## config.mk

```make
export PLATFORM = sky130hd
export DESIGN_NAME = quad_paddle_encoder
export DESIGN_NICKNAME = d
export VERILOG_FILES = /design/src/rtl/breakout_pkg.sv /design/src/rtl/quad_debounce.sv /design/src/rtl/quad_paddle_encoder.sv
export SDC_FILE = /design/constraint.sdc
export NUM_CORES = 1
export LEC_CHECK = 0
export BUFFER_PORTS_ARGS = -buffer_cell sky130_fd_sc_hd__clkbuf_2
export CORE_MARGIN = 8
export CORE_UTILIZATION = 55
export DETAILED_ROUTE_END_ITERATION = 7
export PLACE_DENSITY = 0.84
export SYNTH_ARGS = -nofsm -noshare
export SYNTH_HDL_FRONTEND = slang
export SYNTH_HIERARCHICAL = 1
export SYNTH_SLANG_ARGS = --single-unit
```

## constraint.sdc

```tcl
create_clock -name clk -period 4.65 [get_ports clk]
set_clock_uncertainty 0.15 [all_clocks]
set_input_delay 0.93 -clock clk [delete_from_list [all_inputs] [get_ports clk]]
set_output_delay 0.93 -clock clk [all_outputs]
set_load 0.01 [all_outputs]
```

## src/rtl/breakout_pkg.sv

```systemverilog
// rtl/breakout_pkg.sv - shared constants and quadrature helpers for the paddle encoder
package breakout_pkg;

  localparam int CLK_DIV          = 1562;
  localparam int DEB_SAMPLES      = 4;
  localparam int STEPS_PER_DETENT = 4;
  localparam int POS_W            = 6;
  localparam int POS_MIN          = 0;
  localparam int POS_MAX          = 19;
  localparam int POS_RESET        = 10;

  // Encodings are the literal {a,b} channel levels.
  typedef enum logic [1:0] {
    Q00 = 2'b00,
    Q01 = 2'b01,
    Q10 = 2'b10,
    Q11 = 2'b11
  } quad_state_t;

  // Forward rotation walks 00->10->11->01->00; both-bits-changed yields no step.
  function automatic logic signed [1:0] quad_step(input quad_state_t prev, input quad_state_t cur);
    logic signed [1:0] step;
    step = 2'sd0;
    case ({prev, cur})
      {Q00, Q10}, {Q10, Q11}, {Q11, Q01}, {Q01, Q00}: step = 2'sd1;
      {Q00, Q01}, {Q01, Q11}, {Q11, Q10}, {Q10, Q00}: step = -2'sd1;
      default: step = 2'sd0;
    endcase
    return step;
  endfunction

endpackage

```

## src/rtl/quad_debounce.sv

```systemverilog
// rtl/quad_debounce.sv - two-flop synchroniser plus tick-sampled shift-register debounce for one channel
module quad_debounce
  import breakout_pkg::*;
#(
  parameter int DEB_SAMPLES_P = DEB_SAMPLES
) (
  input  logic clk,
  input  logic reset_n,
  input  logic tick,
  input  logic raw,
  output logic level
);

  logic                     sync_0;
  logic                     sync_1;
  logic [DEB_SAMPLES_P-1:0] shift_q;
  logic [DEB_SAMPLES_P-1:0] shift_next;
  logic                     flip;

  always_ff @(posedge clk or negedge reset_n) begin
    if (!reset_n) begin
      sync_0 <= 1'b0;
      sync_1 <= 1'b0;
    end else begin
      sync_0 <= raw;
      sync_1 <= sync_0;
    end
  end

  // Judge the level on the window that includes the sample being shifted in now.
  always_comb begin
    shift_next = DEB_SAMPLES_P'({shift_q, sync_1});
    flip       = level ? (shift_next == '0) : (shift_next == '1);
  end

  always_ff @(posedge clk or negedge reset_n) begin
    if (!reset_n) begin
      shift_q <= '0;
      level   <= 1'b0;
    end else if (tick) begin
      shift_q <= shift_next;
      if (flip) begin
        level <= ~level;
      end
    end
  end

endmodule

```

## src/rtl/quad_paddle_encoder.sv

```systemverilog
// rtl/quad_paddle_encoder.sv - quadrature rotary encoder to saturating paddle position
module quad_paddle_encoder
  import breakout_pkg::*;
#(
  parameter int CLK_DIV          = breakout_pkg::CLK_DIV,
  parameter int DEB_SAMPLES      = breakout_pkg::DEB_SAMPLES,
  parameter int STEPS_PER_DETENT = breakout_pkg::STEPS_PER_DETENT,
  parameter int POS_W            = breakout_pkg::POS_W,
  parameter int POS_MIN          = breakout_pkg::POS_MIN,
  parameter int POS_MAX          = breakout_pkg::POS_MAX,
  parameter int POS_RESET        = breakout_pkg::POS_RESET
) (
  input  logic             clk,
  input  logic             reset_n,
  input  logic             a,
  input  logic             b,
  output logic [POS_W-1:0] ctrl
);

  localparam int CNT_W = (CLK_DIV > 1) ? $clog2(CLK_DIV) : 1;
  localparam int ACC_W = $clog2(STEPS_PER_DETENT + 1) + 2;
  localparam logic signed [ACC_W-1:0] ACC_HI = ACC_W'(STEPS_PER_DETENT);
  localparam logic signed [ACC_W-1:0] ACC_LO = -ACC_HI;

  logic [CNT_W-1:0]        tick_cnt;
  logic                    tick;
  logic                    a_deb;
  logic                    b_deb;
  quad_state_t             cur_q;
  quad_state_t             prev_q;
  logic signed [1:0]       step;
  logic signed [ACC_W-1:0] acc_q;
  logic signed [ACC_W-1:0] acc_sum;
  logic signed [ACC_W-1:0] acc_next;
  logic [POS_W-1:0]        ctrl_next;

  assign tick = (tick_cnt == CNT_W'(CLK_DIV - 1));

  always_ff @(posedge clk or negedge reset_n) begin
    if (!reset_n) begin
      tick_cnt <= '0;
    end else if (tick) begin
      tick_cnt <= '0;
    end else begin
      tick_cnt <= tick_cnt + 1'b1;
    end
  end

  quad_debounce #(.DEB_SAMPLES_P(DEB_SAMPLES)) u_deb_a (
    .clk     (clk),
    .reset_n (reset_n),
    .tick    (tick),
    .raw     (a),
    .level   (a_deb)
  );

  quad_debounce #(.DEB_SAMPLES_P(DEB_SAMPLES)) u_deb_b (
    .clk     (clk),
    .reset_n (reset_n),
    .tick    (tick),
    .raw     (b),
    .level   (b_deb)
  );

  assign cur_q = quad_state_t'({a_deb, b_deb});
  assign step  = quad_step(prev_q, cur_q);

  // A full detent in either direction clears the sub-step count even when ctrl is pinned.
  always_comb begin
    acc_sum   = acc_q + {{(ACC_W-2){step[1]}}, step};
    acc_next  = acc_sum;
    ctrl_next = ctrl;
    if (acc_sum == ACC_HI) begin
      acc_next = '0;
      if (ctrl < POS_W'(POS_MAX)) begin
        ctrl_next = ctrl + 1'b1;
      end
    end else if (acc_sum == ACC_LO) begin
      acc_next = '0;
      if (ctrl > POS_W'(POS_MIN)) begin
        ctrl_next = ctrl - 1'b1;
      end
    end
  end

  always_ff @(posedge clk or negedge reset_n) begin
    if (!reset_n) begin
      prev_q <= Q00;
      acc_q  <= '0;
      ctrl   <= POS_W'(POS_RESET);
    end else begin
      prev_q <= cur_q;
      acc_q  <= acc_next;
      ctrl   <= ctrl_next;
    end
  end

endmodule

```

==> out/metrics.csv, run 1 <==
metric,value,unit
status,completed,
synthFlopType,dfrtp_1,
clk_latency,0.35,ns
final_cell_mix,"34 x dfrtp_1, 14 x ha_1, 12 x xnor2_1, 12 x nor2_1, 10 x mux2_2",
crit_type,flip-flop to flip-flop,
cts_hold_buf,0,
synth_area_leaders,"dfrtp_1 46%, ha_1 9.6%, mux2_2 6.1%",
yosysSeqAreaShare,49.3,%
stdcell_count,210,
hold_class,flip-flop to flip-flop,
ctsResizeCount,0,
ir_worst_vdd,201,uV
clk_path_buf_depth,2,
gp_congestion,0.856,
synth_edf_count,0,
path_clk_slew,0.10,ns
port_buffers,9,
initialDrtViolationCount,53,
total_power,498,uW
yosysTopAreaCell,dfrtp_1,
die-area,5440,sq um
ios,10,
core_area,3260,sq um
postCtsSetupBuffers,0,
maxSlewViolCount,0,
p_seq_share,63.4,%
period_minus_slack,4.19,ns
final_area,2010,sq um
ant_nets,0,
rows,21,
synth-seq-cells,36,
required,4.77,ns
syn_inst,146,
synthXorXnorAreaFrac,9.90,%
cp-end-kind,flip-flop,
arrival,4.31,ns
synth_area_per_cell,12.6,sq um
grt_pass1_wl,4850,um
antenna_found_initial,0,
hold_viol,0,
cts_tree,yes,
ys_warn_count,6,
setup_slack,0.459,ns
muxShareOfSynthArea,7.92,%
fp.dieW,73.7,um
nets,183,
drc,0,
diodes,0,
dr.pass1.iters,4,
cp_max_fo,7,
final_layout_size_suffix_gt1_share,22.0,%
grt_pass1_vias,1104,
routed_via_density,5.31,
wl,2820,um
cts.sinks,36,
cts_inserted_buffers,5,
grt_setup_unrepaired,no,
worstMarginPinSlew,0.840,ns
fin_util,61.8,%
vias,1115,
syn_nets,166,
ys_types,34,
combPwrFrac,1.3,%
p_int,390,uW
placed_area,1950,sq um
start_util,56.3,%
areaGrowthSynthToFinish,9.83,%
synth_fa_ha_area_share,11.7,%
setup-tns-final,0,ns
grt_overflow_total,0,
post_drt_wl_per_cell,13.4,um
cts_max_level,2,
grt_use_total,11.9,%
critPathLaunchType,flip-flop,
synthesis.area,1830,sq um
period_share,90.1,%
synth-compound-area-share,8.53,%
root_buffer,clkbuf_4,
power.clock.fraction,35.2,%
pre_cts_ws,0.452,ns
place_hpwl,2080,um
finalSetupViolCount,0,
grt_max_degree,37,
p_per_area,247,nW/um^2
die_h,73.7,um
drv_cap,0,
slew_headroom,44.0,%
final_common_cell,dfrtp_1,
dpl.cell_count,202,
yosys.area_share.simple,11.2,%
p_switching,108,uW
max_freq,0.239,GHz
synth_top_area_share,46.4,%
whs,0.207,ns
synth_top_family_by_area,adder cells,
swShare,21.7,%
async_reset_ff_share,100,%
p_leak,1.02,nW
## state kept, by name, summed over array words and instances (netlist names)
name             flops
u_deb_b/sync_1       1
u_deb_a/level        1
u_deb_b/level        1
ctrl                 6
acc_q                5
u_deb_b/shift_q      3
u_deb_a/shift_q      3
u_deb_b/sync_0       1
u_deb_a/sync_0       1
tick_cnt            11
u_deb_a/sync_1       1
prev_q               2
## Yosys cell counts (all sizes together), types with 2 or more instances
cell type and n:
dfrtp 34, ha 14, nor2 12, xnor2 12, mux2 10, a21oi 7
nand3 6, xor2 6, inv 5, nand2 4, nor3 4, a21o 3
a22o 2, a41o 2, clkbuf 2, dfstp 2, fa 2, nand4 2
o21ai 2, or4 2, or4b 2
## kinds of logic (layout without fill, tap and decap cells)
| family | count (synthesis) | count (layout) |
|---|---|---|
| compound gates | 20 | 20 |
| xor+xnor | 19 | 19 |
| fa+ha+maj | 16 | 16 |
| buf+inv | 7 | 25 |
| flops | 36 | 36 |
| mux | 12 | 12 |
| simple gates | 36 | 36 |
## cell type report
class / instances / area (sq um)
fill: 271 / 1240
clock buffer: 7 / 55.1
sequential: 36 / 903
timing repair buffer: 12 / 67.6
clock inverter: 1 / 7.51
multi-input combinational: 103 / 903
tap: 46 / 57.6
inverter: 5 / 18.8
## power by group through the flow
stage	logic, mW	clock network [mW]	registers, mW
after floorplan	0.0000268	0	0.321
after global placement	0.00726	0	0.322
after detailed placement	0.00736	0	0.322
after CTS	0.00736	0.184	0.316
after global routing	0.00822	0.193	0.316
final	0.00658	0.175	0.316
## final timing paths
kind | start | end | slack [ns] | cells past startpoint
setup reg to reg | u_deb_a/level | ctrl[5] | 0.46 | 16
min in group asynchronous | reset_n | acc_q[0] | 0.52 | 1
hold / removal | u_deb_b/sync_0 | u_deb_b/sync_1 | 0.21 | 0
max in group asynchronous | reset_n | tick_cnt[1] | 3.30 | 1
hold reg to reg | u_deb_b/sync_0 | u_deb_b/sync_1 | 0.21 | 0
setup / recovery | u_deb_a/level | ctrl[5] | 0.46 | 16
## per-layer routing
layer	share of wire (%)	global-route usage, %
met1	47	13.9
met2	47	18.3
met3	3.5	3.55
met4	2.8	7.98
met5	0	0
## critical path, stage by stage, from the launching register on
cell	delay (ns)
dfrtp_1	0.47
inv_1	0.11
ha_1	0.21
mux4_2	0.54
ha_1	0.31
a21o_1	0.18
a21oi_1	0.16
xor2_1	0.16
buf_4	0.19
nand3_1	0.20
ha_1	0.33
a21o_1	0.16
a21oi_1	0.24
o21bai_1	0.09
a21oi_1	0.22
mux2i_1	0.26
xnor2_1	0.14
(Power assumes the default switching activity.)
==> run 2, diff against run 1 <==
CTS_BUF_LIST = sky130_fd_sc_hd__clkbuf_16   (was unset)
==> run 2 against run 1 <==
Die area stayed put. Largest cell class unchanged. Sequential power barely moved. Largest power group unchanged. Setup slack got worse by 0.028 ns. Global-route usage up 0.55 points. Design area is 3.9% higher. Critical path depth unchanged.
==> out/metrics.csv, run 2 (synthesized netlist as in run 1, its figures left out) <==
metric,value,unit
seqCellArea,903,sq um
start_util,56.3,%
drc,0,
r2r-start,u_deb_a/level,
dr.pass1.iters,6,
grt_pass1_vias,1124,
rows,21,
regMostFlops,tick_cnt,
cts_tree,yes,
p_leak,1.06,nW
multi_input_area,903,sq um
final_cell_mix,"34 x dfrtp_1, 14 x ha_1, 12 x xnor2_1, 12 x nor2_1, 10 x mux2_2",
clk_path_buf_depth,2,
antenna_found_initial,0,
cts_hold_buf,0,
ir_worst_vdd,300,uV
vias,1138,
r2r_end,ctrl[5],
core_area,3260,sq um
rrSetupSlack,0.43,ns
arrival,4.27,ns
stdcell_count,210,
gp_congestion,0.856,
drv_cap,0,
total_power,634,uW
worstMarginPinSlew,0.849,ns
hold_viol,0,
cp-end-kind,flip-flop,
cts_inserted_buffers,5,
grt_use_total,12.4,%
post_drt_wl_per_cell,14.0,um
min_path_cells,0,
postCtsSetupBuffers,0,
hold_class,flip-flop to flip-flop,
largest_reg_flops,11,
placed_area,1950,sq um
final_area,2090,sq um
cts_max_level,2,
maxSlewViolCount,0,
cts.sinks,36,
hp-start,u_deb_b/sync_0,
crit_type,flip-flop to flip-flop,
grt_setup_unrepaired,no,
final_common_cell,dfrtp_1,
die_h,73.7,um
setup-tns-final,0,ns
diodes,0,
areaGrowthSynthToFinish,14.1,%
r2r_cells,16,
finalSetupViolCount,0,
required,4.70,ns
p_per_area,303,nW/um^2
whs,0.196,ns
final_layout_size_suffix_gt1_share,21.3,%
fin_util,64.2,%
hold_end,u_deb_b/sync_1,
critPathLaunchType,flip-flop,
period_share,90.7,%
fp.dieW,73.7,um
nets,183,
dpl.cell_count,202,
grt_overflow_total,0,
initialDrtViolationCount,70,
n_fill_cell,259,
place_hpwl,2080,um
clk_latency,0.28,ns
period_minus_slack,4.22,ns
wl,2950,um
status,completed,
ctsResizeCount,0,
pre_cts_ws,0.452,ns
ant_nets,0,
max_freq,0.237,GHz
cp_max_fo,7,
port_buffers,9,
top_regs,"tick_cnt (11), ctrl (6), acc_q (5)",
ios,10,
routed_via_density,5.42,
path_clk_slew,0.05,ns
slew_headroom,43.4,%
root_buffer,clkbuf_16,
grt_pass1_wl,5130,um
setup_slack,0.431,ns
die-area,5440,sq um
grt_max_degree,37,
[run 2: final cells by class]
class | instances | area share [%]
sequential | 36 | 43.2
multi-input combinational | 103 | 43.2
clock inverter | 3 | 0.718
timing repair buffer | 12 | 3.23
clock buffer | 5 | 5.98
inverter | 5 | 0.898
tap | 46 | 2.75
[run 2: power by group]
part	internal, mW	switching [mW]	total, mW
logic	0.000884	0.00575	0.00663
clock network	0.194	0.117	0.311
registers	0.316	0.00101	0.317
total	0.511	0.124	0.634
[run 2: layer usage]
metal	vias up	wire length, um	GRT usage [%]
met5	-	0	0
met4	0	31	5.32
met3	3	107	4.77
met2	14	1400	18.7
met1	567	1410	15.4
li1	554	-	-
[run 2: worst max-delay path, cell delays in order, from the launching register on]
cell and delay (ns):
dfrtp_1 0.44, inv_1 0.10, ha_1 0.23, mux4_2 0.55, ha_1 0.32, a21o_1 0.19
a21oi_1 0.17, xor2_1 0.16, buf_4 0.19, nand3_1 0.21, ha_1 0.33, a21o_1 0.16
a21oi_1 0.24, o21bai_1 0.09, a21oi_1 0.22, mux2i_1 0.26, xnor2_1 0.13
[run 2: how the worst max path moves through the flow]
stage,start,to,slack [ns]
floorplan,u_deb_a/level,ctrl[5],0.53
global placement,u_deb_a/level,ctrl[5],0.74
detailed placement,u_deb_a/level,ctrl[5],0.45
CTS,u_deb_a/level,ctrl[5],0.41
global route,u_deb_a/level,ctrl[5],0.16
finish,u_deb_a/level,ctrl[5],0.43
==> run 3, diff against run 2 <==
BUFFER_PORTS_ARGS = unset   (was -buffer_cell sky130_fd_sc_hd__clkbuf_2)
DONT_BUFFER_PORTS = 1   (was unset)
PLACE_DENSITY = 0.81   (was 0.84)
==> run 3 against run 2 <==
Via count is 3.1% lower. Wire length is 0.44% higher. Clock power is 3% lower. Cell count is 4.8% lower. Largest power group unchanged.
==> out/metrics.csv, run 3 (synthesized netlist as in run 1, its figures left out) <==
metric,value,unit
finalSetupViolCount,0,
cts_max_level,2,
dr.pass1.iters,2,
areaGrowthSynthToFinish,11.2,%
post_drt_wl_per_cell,14.8,um
placed_area,1910,sq um
cp_max_fo,6,
final_area,2040,sq um
nets,174,
wl,2960,um
r2r_end,ctrl[5],
diodes,0,
r2r-start,u_deb_a/level,
p_leak,1.02,nW
grt_pass1_wl,5230,um
r2r_cells,15,
clk_path_buf_depth,2,
dr_wl_met2,1650,um
final_common_cell,dfrtp_1,
cts_tree,yes,
postCtsSetupBuffers,0,
top_regs,"tick_cnt (11), ctrl (6), acc_q (5)",
crit_start,u_deb_a/level,
cp.depth,15,
gp_congestion,0.844,
critPathTopFamily,adder cells,
slew_headroom,68.4,%
hold_viol,0,
n_fill_cell,265,
path_buf_inv,2,
grt_setup_unrepaired,no,
top_layer,met4,
wl_met1,1230,um
seqCellArea,903,sq um
core_area,3260,sq um
place_hpwl,2160,um
crit_type,flip-flop to flip-flop,
status,completed,
ctsResizeCount,0,
grt_pass1_vias,1200,
hold_class,flip-flop to flip-flop,
die-area,5440,sq um
arrival,4.15,ns
max_freq,0.244,GHz
die_h,73.7,um
largest_reg_flops,11,
cts.sinks,36,
fp.dieW,73.7,um
fin_util,62.6,%
vias,1103,
total_power,620,uW
regMostFlops,tick_cnt,
final_layout_size_suffix_gt1_share,16.2,%
ir_worst_vdd,254,uV
multi_input_area,903,sq um
ios,10,
rows,21,
maxSlewViolCount,0,
crit_chain,inv_1 > ha_1 > mux4_2 > fa_1 > xnor2_1 > nor3_1 > buf_4 > nand3_1 > ha_1 > a21o_1 > a21oi_1 > o21bai_1 > a21oi_1 > mux2i_1 > xnor2_1,
root_buffer,clkbuf_16,
grt_overflow_total,0,
cts_inserted_buffers,5,
slowest_stage,mux4_2,
p_per_area,304,nW/um^2
crit_end,ctrl[5],
final_cell_mix,"34 x dfrtp_1, 14 x ha_1, 12 x xnor2_1, 12 x nor2_1, 10 x mux2_2",
min_path_cells,0,
grt_use_total,12.5,%
critPathMaxStageDelay,0.54,ns
period_minus_slack,4.10,ns
cts_hold_buf,0,
dr_wl_met3,49,um
grt_max_degree,37,
initialDrtViolationCount,45,
drc,0,
setup-tns-final,0,ns
start_util,56.3,%
cp-end-kind,flip-flop,
routed_via_density,5.52,
clk_latency,0.27,ns
required,4.70,ns
antenna_found_initial,0,
drv_cap,0,
path_clk_slew,0.05,ns
critPathLaunchType,flip-flop,
port_buffers,0,
ant_nets,0,
worstMarginPinSlew,0.469,ns
period_share,88.2,%
rrSetupSlack,0.55,ns
==> run 3: cell types whose count changed in the layout (fill, tap and decap cells not counted), sizes merged <==
cell	before	now
clkbuf	14	5
inv	6	5
clkinv	1	2
clkinvlp	1	0
==> run 3: how the worst min path moves through the flow <==
stage                   start                 end  slack, ns
3_5_place_dp   u_deb_b/sync_0      u_deb_b/sync_1       0.19
3_3_place_gp   u_deb_b/sync_0      u_deb_b/sync_1       0.18
5_1_grt               reset_n  u_deb_b/shift_q[0]       0.19
6_report       u_deb_b/sync_0      u_deb_b/sync_1       0.19
4_1_cts               reset_n  u_deb_b/shift_q[0]       0.19
2_1_floorplan  u_deb_a/sync_0      u_deb_a/sync_1       0.18
==> run 3: layout make-up <==
type | instances | share of cell area, %
Sequential cell | 36 | 44.3
Multi-Input combinational cell | 103 | 44.3
Clock buffer | 5 | 6.14
Tap cell | 46 | 2.82
Timing Repair Buffer | 3 | 1.10
Inverter | 5 | 0.921
Clock inverter | 2 | 0.368
==> run 3: per-stage QoR <==
stage	setup slack, ns	instances	hold slack, ns
2_1_floorplan	0.531	146	0.181
3_3_place_gp	0.666	193	0.184
3_5_place_dp	0.531	193	0.186
4_1_cts	0.501	200	0.191
5_1_grt	0.255	200	0.190
6_report	0.548	200	0.192
==> run 3: metal layers <==
metal  track usage, %  vias up
met5                0        -
met3             3.27        4
li1                 -      533
met4             5.32        0
met1             13.0      561
met2             22.7        5
==> run 3: report_power, final <==
group | internal (mW) | switching (mW)
combinational | 0.0000264 | 0
clock | 0.191 | 0.112
sequential | 0.316 | 0.000912
total | 0.507 | 0.113
